`src/rtl/alu_result_select_pipe_if.sv`:
```
// Handshake bundle for alu_result_select_pipe: flattened input channels, select,
// and the skid-buffer output side. The optional flag signals exist only when
// MUX_FLAGS_EN is defined.
interface alu_result_select_pipe_if #(
  parameter int N      = 4,
  parameter int NUM_IN = 8,
  parameter int SEL_W  = 3
);
  logic [NUM_IN*(N+2)-1:0] in_data;
  logic [SEL_W-1:0]        in_sel;
  logic                    in_valid;
  logic                    in_ready;
  logic signed [N+1:0]     out_data;
  logic                    out_err;
  logic                    out_valid;
  logic                    out_ready;
`ifdef MUX_FLAGS_EN
  logic                    out_zero;
  logic                    out_neg;

  // Producer/consumer side (testbench or surrounding pipeline)
  modport master (
    output in_data, in_sel, in_valid, out_ready,
    input  in_ready, out_data, out_err, out_valid, out_zero, out_neg
  );

  // Block side
  modport slave (
    input  in_data, in_sel, in_valid, out_ready,
    output in_ready, out_data, out_err, out_valid, out_zero, out_neg
  );
`else
  // Producer/consumer side (testbench or surrounding pipeline)
  modport master (
    output in_data, in_sel, in_valid, out_ready,
    input  in_ready, out_data, out_err, out_valid
  );

  // Block side
  modport slave (
    input  in_data, in_sel, in_valid, out_ready,
    output in_ready, out_data, out_err, out_valid
  );
`endif
endinterface

```
`src/rtl/alu_result_select_pipe.sv`:
```
// alu_result_select_pipe: selects one of NUM_IN signed (N+2)-bit channels per
// accepted transaction and stores it in a 2-entry skid buffer (strict FIFO).
// Selects >= NUM_IN store an all-zero word tagged with err.
// Optional feature macro: MUX_FLAGS_EN adds per-entry zero/negative flags,
// computed at capture time and presented with the head entry.
// in_ready and out_valid are registered functions of buffer occupancy only.
module alu_result_select_pipe #(
  parameter int N      = 4,
  parameter int NUM_IN = 8,
  parameter int SEL_W  = 3
) (
  input  logic                     clk,
  input  logic                     rst_n,
  alu_result_select_pipe_if.slave  pipe_if
);

  localparam int W = N + 2;

  // One buffered transaction
  typedef struct packed {
    logic [W-1:0] data;
    logic         err;
`ifdef MUX_FLAGS_EN
    logic         zero;
    logic         neg;
`endif
  } entry_t;

  // Occupancy of the skid buffer
  typedef enum logic [1:0] {
    S_EMPTY = 2'b00,
    S_ONE   = 2'b01,
    S_FULL  = 2'b10
  } state_t;

  state_t state_q, state_d;
  entry_t head_q, head_d;
  entry_t tail_q, tail_d;
  logic   in_ready_q;
  logic   out_valid_q;
  entry_t new_entry_s;
  logic   push_s;
  logic   pop_s;

  // Build the word captured on a push; out-of-range selects yield zero + err
  function automatic entry_t make_entry(input logic [NUM_IN*W-1:0] bus,
                                        input logic [SEL_W-1:0]    sel);
    entry_t e;
    e = '0;
    e.err = 1'b1;
    for (int k = 0; k < NUM_IN; k++) begin
      if (int'(sel) == k) begin
        e.data = bus[k*W +: W];
        e.err  = 1'b0;
      end else begin
        e.data = e.data;
      end
    end
`ifdef MUX_FLAGS_EN
    e.zero = (e.data == '0);
    e.neg  = e.data[W-1];
`endif
    return e;
  endfunction

  assign push_s      = pipe_if.in_valid && in_ready_q;
  assign pop_s       = out_valid_q && pipe_if.out_ready;
  assign new_entry_s = make_entry(pipe_if.in_data, pipe_if.in_sel);

  // Next occupancy and entry contents from push/pop of this cycle
  always_comb begin
    state_d = state_q;
    head_d  = head_q;
    tail_d  = tail_q;
    case (state_q)
      S_EMPTY: begin
        if (push_s) begin
          state_d = S_ONE;
          head_d  = new_entry_s;
        end else begin
          state_d = S_EMPTY;
        end
      end
      S_ONE: begin
        if (push_s && pop_s) begin
          // Head leaves and the new word replaces it in the same cycle
          state_d = S_ONE;
          head_d  = new_entry_s;
        end else if (push_s) begin
          state_d = S_FULL;
          tail_d  = new_entry_s;
        end else if (pop_s) begin
          state_d = S_EMPTY;
          head_d  = '0;
        end else begin
          state_d = S_ONE;
        end
      end
      S_FULL: begin
        if (pop_s) begin
          state_d = S_ONE;
          head_d  = tail_q;
          tail_d  = '0;
        end else begin
          state_d = S_FULL;
        end
      end
      default: begin
        state_d = S_EMPTY;
        head_d  = '0;
        tail_d  = '0;
      end
    endcase
  end

  // State, storage and registered handshake outputs; reset flushes everything
  always_ff @(posedge clk or negedge rst_n) begin
    if (!rst_n) begin
      state_q     <= S_EMPTY;
      head_q      <= '0;
      tail_q      <= '0;
      in_ready_q  <= 1'b0;
      out_valid_q <= 1'b0;
    end else begin
      state_q     <= state_d;
      head_q      <= head_d;
      tail_q      <= tail_d;
      in_ready_q  <= (state_d != S_FULL);
      out_valid_q <= (state_d != S_EMPTY);
    end
  end

  assign pipe_if.in_ready  = in_ready_q;
  assign pipe_if.out_valid = out_valid_q;
  assign pipe_if.out_data  = head_q.data;
  assign pipe_if.out_err   = head_q.err;
`ifdef MUX_FLAGS_EN
  assign pipe_if.out_zero  = head_q.zero;
  assign pipe_if.out_neg   = head_q.neg;
`endif

endmodule

```
`src/flat_wrapper.sv`:
```
// flat-port wrapper written by rule: the top's interface ports become plain ports
module alu_result_select_pipe_flat 
#(
  parameter int N      = 4,
  parameter int NUM_IN = 8,
  parameter int SEL_W  = 3
)
  (clk, rst_n, pipe_if_in_data, pipe_if_in_sel, pipe_if_in_valid, pipe_if_out_ready, pipe_if_in_ready, pipe_if_out_data, pipe_if_out_err, pipe_if_out_valid);
  alu_result_select_pipe_if #(.N(N), .NUM_IN(NUM_IN), .SEL_W(SEL_W)) pipe_if_i ();
  input  logic clk;
  input  logic rst_n;
  input wire logic [$bits(pipe_if_i.in_data)-1:0] pipe_if_in_data;
  input wire logic [$bits(pipe_if_i.in_sel)-1:0] pipe_if_in_sel;
  input wire logic [$bits(pipe_if_i.in_valid)-1:0] pipe_if_in_valid;
  input wire logic [$bits(pipe_if_i.out_ready)-1:0] pipe_if_out_ready;
  output wire logic [$bits(pipe_if_i.in_ready)-1:0] pipe_if_in_ready;
  output wire logic [$bits(pipe_if_i.out_data)-1:0] pipe_if_out_data;
  output wire logic [$bits(pipe_if_i.out_err)-1:0] pipe_if_out_err;
  output wire logic [$bits(pipe_if_i.out_valid)-1:0] pipe_if_out_valid;
  assign pipe_if_i.in_data = pipe_if_in_data;
  assign pipe_if_i.in_sel = pipe_if_in_sel;
  assign pipe_if_i.in_valid = pipe_if_in_valid;
  assign pipe_if_i.out_ready = pipe_if_out_ready;
  assign pipe_if_in_ready = pipe_if_i.in_ready;
  assign pipe_if_out_data = pipe_if_i.out_data;
  assign pipe_if_out_err = pipe_if_i.out_err;
  assign pipe_if_out_valid = pipe_if_i.out_valid;
  alu_result_select_pipe #(.N(N), .NUM_IN(NUM_IN), .SEL_W(SEL_W)) u_core (.clk(clk), .rst_n(rst_n), .pipe_if(pipe_if_i));
endmodule
```
`config.mk`:
```
export PLATFORM = sky130hd
export DESIGN_NAME = alu_result_select_pipe_flat
export DESIGN_NICKNAME = d
export VERILOG_FILES = /design/src/rtl/alu_result_select_pipe_if.sv /design/src/rtl/alu_result_select_pipe.sv /design/src/flat_wrapper.sv
export SDC_FILE = /design/constraint.sdc
export NUM_CORES = 1
export LEC_CHECK = 0
export ABC_AREA = 1
export BUFFER_PORTS_ARGS = -buffer_cell sky130_fd_sc_hd__buf_2
export CORE_MARGIN = 2
export CORE_UTILIZATION = 50
export CTS_CLUSTER_DIAMETER = 80
export DETAILED_ROUTE_END_ITERATION = 8
export PLACE_DENSITY = 0.83
export SLEW_MARGIN = 40
export SYNTH_ARGS = -nofsm -noshare
export SYNTH_HDL_FRONTEND = slang
export SYNTH_SLANG_ARGS = --single-unit
```
`constraint.sdc`:
```
create_clock -name clk -period 3.3 [get_ports clk]
set_input_delay 0.495 -clock clk [delete_from_list [all_inputs] [get_ports clk]]
set_output_delay 0.495 -clock clk [all_outputs]
set_load 0.05 [all_outputs]
```
==> impl_metrics.yaml, run 1 <==
status:
  status: "finished, final reports clean"
synth:
  ys_seq_elements: 18
  synthTopCellsByArea: "dfrtp_1, nand2_1, nand3_1, inv_1, nand4_1"
  synth_top_area_frac: 0.329
  syn_area_per_cell_um2: 6.31
  syn_area_um2: 1370
  seq_area_frac_synth: 0.329
  syn_nets: 274
  ys_warn_count: 0
  synth_cells: 217
  ys_types: 24
  synth_top_cell_by_area: "dfrtp_1"
global_route:
  grt_pass1_wl_um: 6290
  grtUsageMet3: 0.0507
  grt_max_degree: 19
  grt_overflow: 0
  grtUsageMet1: 0.316
  grt.busiest_layer: "met2"
  grt_pass1_vias: 1535
  use_met2: 0.439
  grtUsageTotal: 0.245
  antenna_found_initial: 0
timing:
  max_clock_freq_mhz: 521
  fin_crit_sh: 0.582
  rsz0062_at_grt: "no"
  setup_viol: 0
  clock_skew_ps: 9.26
  relSlewSlack: 0.648
  final-hold-violation-count: 0
  holdWs_ps: 103
  period_needed_ps: 1920
  setup_tns_ps: 0
  report.final.slew_viol_count: 0
  tightest_slew_ps: 526
power:
  power_frac_clock: 0.098
  p_seq_frac: 0.315
  intPower_uw: 526
  power.switching_uw: 604
  comb_power_share: 0.586
  vdd_drop_max_uv: 782
  power.leakage_nw: 1.01
  power_density_nw_per_um2: 655
  switching_share: 0.535
drt:
  post_drt_wl_per_cell_um: 11.8
  drc: 0
  ant_nets: 0
  wirelength_um: 3650
  vias_per_cell: 5.24
  firstDrtPassIters: 4
  first_iter_violations: 57
  vias: 1623
run:
  drv_cap: 0
clock_network:
  clk_pin_slew_ps: 110
  cts_setup_buffers: 0
  cts_buffer_depth: 2
  root_buffer: "clkbuf_4"
  cts_tree: "built"
  cts_sinks: 18
  cts-hold-fix-buffers: 0
  cts_max_level: 1
  cts_buffers: 3
  cts_resized: 0
  clk_latency_ps: 300
placed_design:
  io_buffers: 63
  dp_hpwl_um: 2900
  dp.cells: 307
  gp_congestion: 0.839
setup_path:
  crit_type: "register to register"
  critPathLaunchType: "register"
  crit_path_max_incr_delay_ps: 360
  crit_path_frequent_cell: "nand2_1"
  r2r_start: "u_core.pipe_if.in_ready$_DFF_PN0_"
  arrival_ps: 2160
  rrSetupSlack_ps: 1380
  worstReg2RegEnd: "u_core.pipe_if.out_data[5]$_DFFE_PN0P_"
  crit_end: "u_core.pipe_if.out_data[5]$_DFFE_PN0P_"
  worstPathCellList: "nand2_1 > inv_1 > ha_1 > nor2_1 > a221oi_1 > inv_2 > a21oi_2 > nand2_1 > nand2_1"
  cpMaxStageDelayCell: "dfrtp_1"
  critPathCaptureType: "register"
  crit_fanout: 9
  crit_start: "u_core.pipe_if.in_ready$_DFF_PN0_"
  r2r_cells: 9
  critPathRequiredTime_ps: 3540
finish:
  final_common_cell: "nand2_1"
  nets: 339
  fin_cells: 310
  utilization: 0.678
  layout_common_cells: "nand2_1, buf_2, nand3_1"
  antenna_cells: 0
  syn_to_final_growth_pct: 26.1
  drive_gt1_frac: 0.282
die:
  io_pins: 64
  die_h_um: 56.3
  rows: 18
  die_w_um: 56.3
  initial_core_util: 0.538
  coreArea_um2: 2540
  dieArea_um2: 3170
worst_hold_path:
  worstHoldPathType: "input port to async pin"
==> synth_stat cells <==
cell and number:
ha_1 2, a211oi_1 1, nand3_2 2, or2_0 3, nor2_1 13, or2_2 3, buf_1 1, nor2_2 1
a21oi_1 4, nand2_1 86, clkbuf_1 1, dfrtp_1 18, nor3_1 2, inv_2 4, a221oi_1 1, buf_6 1
nand4_1 12, nand3_1 30, o31ai_1 1, a21oi_2 1, nor3_4 1, o21ai_0 4, nor3_2 1, inv_1 24
==> per-layer routing <==
layer / vias up / wire length [um]
met3: 2 / 193
met1: 737 / 1670
met5: - / 0
met4: 0 / 8
li1: 829 / -
met2: 55 / 1780
==> worst min path at each step <==
stage | startpoint | to | slack [ps] | cells past startpoint
2_1_floorplan | rst_n | u_core.pipe_if.in_ready$_DFF_PN0_ | 200 | 0
3_3_place_gp | rst_n | u_core.tail_q[2]$_DFFE_PN0P_ | 440 | 1
3_5_place_dp | rst_n | u_core.tail_q[2]$_DFFE_PN0P_ | 440 | 1
4_1_cts | rst_n | u_core.tail_q[2]$_DFFE_PN0P_ | 120 | 1
5_1_grt | rst_n | u_core.tail_q[2]$_DFFE_PN0P_ | 130 | 1
6_report | rst_n | u_core.tail_q[2]$_DFFE_PN0P_ | 100 | 1
==> power by group through the flow <==
stage / Sequential [mW] / Combinational (mW) / Clock (mW)
floorplan: 0.480 / 0.360 / 0
global placement: 0.359 / 0.636 / 0
detailed placement: 0.360 / 0.658 / 0
CTS: 0.356 / 0.661 / 0.112
global route: 0.367 / 0.737 / 0.121
finish: 0.356 / 0.662 / 0.111
==> through the flow <==
stage	power [mW]	setup WS (ps)	area, um^2
final	1.13	1380	1730
after global routing	1.23	1200	1730
after CTS	1.13	1410	1730
after detailed placement	1.02	1200	1700
after global placement	0.995	1290	1700
after floorplan	0.840	1200	1370
==> logic make-up (layout without fill, tap and decap cells) <==
group,Yosys count,count (layout),synth area share
buffers and inverters,31,94,0.0905
and+or+nand+nor,154,154,0.509
adders and majority gates,2,2,0.0183
DFF,18,18,0.329
AOI/OAI and AO/OA,12,12,0.0530
==> final cells by class <==
class	count	area (um^2)
Multi-Input combinational cell	168	795
Sequential cell	18	450
Inverter	28	105
Tap cell	30	37.5
Clock buffer	3	22.5
Fill cell	264	820
Timing Repair Buffer	63	315
==> worst max-delay path: cells and delay by family, from the launching register on <==
family / cells / cell delay (ps)
flip-flops: 1 / 360
AO/OA/AOI/OAI: 2 / 570
AND/OR/NAND/NOR: 4 / 370
buffers and inverters: 2 / 260
adder cells (fa/ha/maj): 1 / 310
==> state kept, by name, indices dropped and copies added, names as in the netlist <==
register,flops
u_core.pipe_if.out_err,1
u_core.pipe_if.in_ready,1
u_core.pipe_if.out_data,6
u_core.tail_q,7
u_core.state_q,2
u_core.pipe_if.out_valid,1
(Power assumes the default switching activity.)
==> run 2: changes to the inputs <==
--- a/config.mk
+++ b/config.mk
@@ -5,13 +5,13 @@
 export SDC_FILE = /design/constraint.sdc
 export NUM_CORES = 1
 export LEC_CHECK = 0
-export ABC_AREA = 1
+export ABC_AREA = 0
 export BUFFER_PORTS_ARGS = -buffer_cell sky130_fd_sc_hd__buf_2
 export CORE_MARGIN = 2
-export CORE_UTILIZATION = 50
+export CORE_UTILIZATION = 45
 export CTS_CLUSTER_DIAMETER = 80
 export DETAILED_ROUTE_END_ITERATION = 8
-export PLACE_DENSITY = 0.83
+export PLACE_DENSITY = 0.77
 export SLEW_MARGIN = 40
 export SYNTH_ARGS = -nofsm -noshare
 export SYNTH_HDL_FRONTEND = slang
==> constraint.sdc (replaced) <==
create_clock -name clk -period 2 [get_ports clk]
set_input_delay 0.3 -clock clk [delete_from_list [all_inputs] [get_ports clk]]
set_output_delay 0.3 -clock clk [all_outputs]
set_load 0.05 [all_outputs]
==> run 2 against run 1 <==
  * Worst hold slack better by 320 ps
  * Combinational power is 41% higher
  * Highest routed layer unchanged
  * Largest cell class unchanged
  * Critical path depth is 1 lower
  * Via count is 23% lower
  * Flip-flop and latch count stayed put
  * Non-clock buffer count is 5 higher
  * Synthesized area is 8.9% lower
==> impl_metrics.yaml, run 2 <==
clock_network:
  cts_resized: 0
  cts_max_level: 1
  cts_tree: "built"
  cts_buffer_depth: 2
  cts_sinks: 18
  clk_pin_slew_ps: 100
  root_buffer: "clkbuf_4"
  cts_buffers: 3
  clk_latency_ps: 290
power:
  p_seq_frac: 0.348
  power.switching_uw: 797
  power_density_nw_per_um2: 1070
  vdd_drop_max_uv: 708
  comb_power_share: 0.525
  power_mw: 1.77
  switching_share: 0.450
  power_frac_clock: 0.127
  intPower_uw: 975
  power.leakage_nw: 0.880
synth:
  synth_common_cells: "dfrtp_1, nor2_1, a21oi_1, nand2_1, inv_1"
  ys.flop_type: "dfrtp_1"
  syn_area_um2: 1250
  ys_types: 33
  syn_area_per_cell_um2: 9.67
  synth_top_cell_by_area: "dfrtp_1"
  ys_warn_count: 0
  synthTopCellsByArea: "dfrtp_1, mux4_1, mux4_2, a221o_1, mux2i_1"
  ys_seq_elements: 18
  synth-edff-count: 0
  async_reset_ff_frac: 1.00
  seq_area_frac_synth: 0.361
  syn_nets: 186
  synth_cells: 129
  synth_top_area_frac: 0.361
  synth.most_common_cell: "dfrtp_1"
setup_path:
  worstReg2RegEnd: "u_core.pipe_if.out_data[5]$_DFFE_PN0P_"
  arrival_ps: 1890
  r2r_cells: 8
  rrSetupSlack_ps: 300
  critPathRequiredTime_ps: 2180
  critPathLaunchType: "register"
  critPathCaptureType: "register"
  crit_fanout: 7
  crit_start: "u_core.pipe_if.out_valid$_DFF_PN0_"
  crit_type: "register to register"
  r2r_start: "u_core.pipe_if.out_valid$_DFF_PN0_"
finish:
  layout_common_cells: "buf_2, dfrtp_1, nor2_1"
  nets: 252
  top_register: "u_core.tail_q"
  antenna_cells: 0
  drive_gt1_frac: 0.381
  final_area_um2: 1650
  syn_to_final_growth_pct: 32.6
  final_common_cell: "buf_2"
  largest_reg_flops: 7
  fin_cells: 225
  utilization: 0.616
die:
  dieArea_um2: 3210
  io_pins: 64
  rows: 19
  coreArea_um2: 2690
  die_w_um: 56.7
  die_h_um: 56.7
  initial_core_util: 0.464
global_route:
  grt_pass1_vias: 1184
  grt_pass1_wl_um: 5030
  antenna_found_initial: 0
  grt_overflow: 0
  grtUsageTotal: 0.199
  grt_max_degree: 19
drt:
  vias: 1245
  vias_per_cell: 5.53
  ant_nets: 0
  post_drt_wl_per_cell_um: 13.4
  firstDrtPassIters: 4
  wirelength_um: 3010
  first_iter_violations: 40
  drc: 0
timing:
  setup_tns_ps: 0
  relSlewSlack: 0.731
  holdWs_ps: 425
  max_clock_freq_mhz: 587
  report.final.slew_viol_count: 0
  clock_skew_ps: 0.900
  tightest_slew_ps: 402
  fin_crit_sh: 0.852
  setup_viol: 0
  period_needed_ps: 1700
  final-hold-violation-count: 0
  finalWorstSetupSlack_ps: 296
  rsz0062_at_grt: "no"
placed_design:
  gp_congestion: 0.782
  io_buffers: 63
  dp_hpwl_um: 2450
  place_area_um2: 1610
  dp.cells: 220
  dp_worst_setup_slack_ps: 89.9
run:
  drv_cap: 0
worst_hold_path:
  worstHoldPathType: "input port to register"
  hp-start: "pipe_if_in_data[12]"
  min_to: "u_core.tail_q[1]$_DFFE_PN0P_"
  min_path_cells: 4
status:
  status: "finished, final reports clean"
## run 2: cell types whose count changed in the layout (fill, tap and decap cells not counted), sizes merged, moves of 5 or more
cell	change
mux2i	+6
a221o	+6
nand2	-76
mux4	+6
inv	-20
a21oi	+5
and2	+5
nand3	-31
nand4	-12
o22ai	+6
## run 2: routing by layer
metal,vias up,track usage,part of all wire
met5,-,0,0
met4,0,0.0646,0.0076
met3,2,0.0346,0.068
met2,53,0.332,0.49
met1,577,0.260,0.44
li1,613,-,-
## run 2: critical path, stage by stage (launching register included)
cell,delay (ps)
dfrtp_1,400
nand2_1,100
inv_1,100
ha_1,200
inv_1,50
a31oi_1,120
o22ai_1,100
buf_4,180
a221o_1,350
## run 2: what timing repair did
action,CTS,global route
buffers inserted,0,0
endpoints found under the hold margin,18,0
setup endpoints to repair,0,0
hold buffers,1,0
## run 2: cell type report
class                      instances  area [um^2]
timing repair buffer              68          368
tap                               31         38.8
inverter                           8         30.0
clock buffer                       4         36.3
fill                             241         1030
multi-input combinational         96          731
sequential                        18          450
## run 2: how the worst max path moves through the flow
| stage | to | cells past startpoint | slack (ps) |
|---|---|---|---|
| floorplan | u_core.tail_q[2]$_DFFE_PN0P_ | 7 | 90 |
| global placement | u_core.pipe_if.out_data[1]$_DFFE_PN0P_ | 7 | 140 |
| global route | u_core.pipe_if.out_data[5]$_DFFE_PN0P_ | 8 | 140 |
| CTS | u_core.pipe_if.out_data[5]$_DFFE_PN0P_ | 8 | 300 |
| finish | u_core.pipe_if.out_data[5]$_DFFE_PN0P_ | 8 | 300 |
| detailed placement | u_core.pipe_if.out_data[1]$_DFFE_PN0P_ | 7 | 90 |
## run 2: power by group through the flow
stage	Sequential (mW)	Combinational (mW)	Clock [mW]
6_report	0.617	0.931	0.224
5_1_grt	0.634	1.02	0.248
4_1_cts	0.613	0.938	0.231
3_3_place_gp	0.614	0.909	0
3_5_place_dp	0.622	0.933	0
2_1_floorplan	0.788	0.478	0
## run 2: logic make-up after synthesis
group | Yosys count | synth area share
AOI/OAI and AO/OA | 42 | 0.237
and+or+nand+nor | 40 | 0.163
buffers and inverters | 15 | 0.0532
DFF | 18 | 0.361
adders and majority gates | 2 | 0.0201
muxes | 12 | 0.165
==> run 3: changes to the inputs <==
--- a/config.mk
+++ b/config.mk
@@ -11,7 +11,7 @@
 export CORE_UTILIZATION = 45
 export CTS_CLUSTER_DIAMETER = 80
 export DETAILED_ROUTE_END_ITERATION = 8
-export PLACE_DENSITY = 0.77
+export PLACE_DENSITY = 0.86
 export SLEW_MARGIN = 40
 export SYNTH_ARGS = -nofsm -noshare
 export SYNTH_HDL_FRONTEND = slang
==> constraint.sdc (replaced) <==
create_clock -name clk -period 1.7 [get_ports clk]
set_input_delay 0.255 -clock clk [delete_from_list [all_inputs] [get_ports clk]]
set_output_delay 0.255 -clock clk [all_outputs]
set_load 0.05 [all_outputs]
==> run 3 against run 2 <==
  * Worst setup slack lost 220 ps
  * Sequential share of layout area shrank 1.2 points
  * Flip-flop and latch count is the same
  * Critical path depth shrank 1
  * First-iteration DRC count shrank 38%
  * Cell count grew 2.2%
  * Design area grew 5.7%
  * Wire length grew 6.5%
  * Clock-buffer cell count is the same
  * Largest cell class unchanged
==> impl_metrics.yaml, run 3 (same netlist as run 2, synthesis figures left out) <==
die:
  rows: 19
  die_w_um: 56.7
  die_h_um: 56.7
  initial_core_util: 0.464
  dieArea_um2: 3210
  io_pins: 64
  coreArea_um2: 2690
finish:
  antenna_cells: 0
  syn_to_final_growth_pct: 40.1
  largest_reg_flops: 7
  nets: 257
  fin_cells: 230
  n_fill_cell: 228
  final_area_um2: 1750
  final_common_cell: "buf_2"
  top_register: "u_core.tail_q"
  utilization: 0.651
  layout_common_cells: "buf_2, dfrtp_1, nor2_1, a21oi_1, buf_4"
  drive_gt1_frac: 0.462
timing:
  clock_skew_ps: 1.47
  period_needed_ps: 1630
  report.final.slew_viol_count: 0
  max_clock_freq_mhz: 615
  tightest_slew_ps: 434
  fin_crit_sh: 0.956
  finalWorstSetupSlack_ps: 74.7
  setup_viol: 0
  relSlewSlack: 0.711
  final-hold-violation-count: 0
setup_path:
  crit_path_max_incr_delay_ps: 430
  r2r_start: "u_core.pipe_if.in_ready$_DFF_PN0_"
  crit_end: "u_core.tail_q[1]$_DFFE_PN0P_"
  crit_type: "register to register"
  worstReg2RegEnd: "u_core.tail_q[1]$_DFFE_PN0P_"
  rrSetupSlack_ps: 70
  cpMaxStageDelayCell: "dfrtp_2"
  crit_fanout: 5
  critPathRequiredTime_ps: 1880
  crit_start: "u_core.pipe_if.in_ready$_DFF_PN0_"
  r2r_cells: 7
  critPathCaptureType: "register"
  worstPathCellList: "nand2_2 > inv_1 > ha_2 > nor2_2 > o22ai_4 > buf_4 > a22o_1"
  arrival_ps: 1810
  critPathLaunchType: "register"
global_route:
  grt_max_degree: 19
  grtUsageTotal: 0.205
  grt_pass1_wl_um: 5210
  use_met2: 0.360
  grtUsageMet1: 0.255
  grt_overflow: 0
  grtUsageMet3: 0.0461
  antenna_found_initial: 0
  grt.busiest_layer: "met2"
  grt_pass1_vias: 1244
worst_hold_path:
  hp-start: "pipe_if_in_data[17]"
  worstHoldPathType: "input port to register"
clock_network:
  cts_max_level: 1
  cts_tree: "built"
  cts_sinks: 18
  clk_latency_ps: 280
  root_buffer: "clkbuf_4"
  cts_buffer_depth: 2
  cts_buffers: 3
  clk_pin_slew_ps: 100
  cts_setup_buffers: 0
drt:
  wirelength_um: 3200
  vias_per_cell: 5.68
  firstDrtPassIters: 4
  vias: 1307
  post_drt_wl_per_cell_um: 13.9
  drc: 0
  ant_nets: 0
  first_iter_violations: 25
power:
  comb_power_share: 0.534
  power_density_nw_per_um2: 1270
  vdd_drop_max_uv: 893
  switching_share: 0.456
  power.switching_mw: 1.01
  power_mw: 2.22
  power_frac_clock: 0.116
  intPower_mw: 1.21
  p_seq_frac: 0.350
  power.leakage_nw: 0.904
placed_design:
  io_buffers: 63
  place_area_um2: 1650
  gp_congestion: 0.852
  dp.cells: 225
  dp_worst_setup_slack_ps: -152
  dp_hpwl_um: 2660
status:
  status: "finished, final reports clean"
run:
  drv_cap: 0
## run 3: cell count changes in the layout (fill, tap and decap cells not counted), moves of 2 or more
| cell | previous run | this run |
|---|---|---|
| dfrtp_1 | 18 | 15 |
| o22ai_4 | 0 | 2 |
| buf_4 | 3 | 9 |
| nand2_1 | 10 | 8 |
| nand2_2 | 0 | 2 |
| dfrtp_2 | 0 | 3 |
| o22ai_1 | 6 | 4 |
## run 3: power groups by stage
| stage | Clock (mW) | Sequential, mW | Combinational [mW] |
|---|---|---|---|
| 2_1_floorplan | 0 | 0.936 | 0.591 |
| 3_3_place_gp | 0 | 0.741 | 1.05 |
| 3_5_place_dp | 0 | 0.753 | 1.10 |
| 4_1_cts | 0.260 | 0.754 | 1.12 |
| 5_1_grt | 0.280 | 0.801 | 1.28 |
| 6_report | 0.257 | 0.778 | 1.18 |
## run 3: through the flow
step | hold slack (ps) | setup TNS (ps)
2_1_floorplan | -40.6 | 0
3_3_place_gp | 192 | -191
3_5_place_dp | 201 | -564
4_1_cts | 385 | 0
5_1_grt | 424 | -2.79
6_report | 396 | 0
## run 3: critical path, delay by kind of cell, from the launching register on
| family | cells | cell delay (ps) |
|---|---|---|
| flops | 1 | 430 |
| compound gates | 2 | 350 |
| fa+ha+maj | 1 | 190 |
| buf+inv | 2 | 250 |
| simple gates | 2 | 300 |
## run 3: metal layers
metal,wire (um),share of wire
met1,1300,0.41
met2,1600,0.50
met3,278,0.087
met4,20,0.0062
met5,0,0
## run 3: final cells by class
| class | instances | area (um^2) | area share |
|---|---|---|---|
| clock buffers | 4 | 36.3 | 0.0208 |
| inverters | 8 | 30.0 | 0.0172 |
| multi-input cells | 96 | 796 | 0.455 |
| flip-flops and latches | 18 | 454 | 0.260 |
| well taps | 31 | 38.8 | 0.0222 |
| repair buffers | 73 | 393 | 0.225 |
## run 3: worst min path at each step
stage,to,depth (start not counted),slack [ps]
global placement,u_core.state_q[0]$_DFF_PN0_,1,190
CTS,u_core.tail_q[6]$_DFFE_PN0P_,4,390
global route,u_core.tail_q[6]$_DFFE_PN0P_,4,420
finish,u_core.tail_q[6]$_DFFE_PN0P_,4,400
floorplan,u_core.pipe_if.in_ready$_DFF_PN0_,0,-40
detailed placement,u_core.pipe_if.out_err$_DFFE_PN0P_,1,200
## run 3: repair_timing
action,4_1_cts,5_1_grt
gates resized for setup,4,8
pin swaps,0,4
endpoints found under the hold margin,18,0
hold buffers,1,0
setup endpoints to repair,6,8
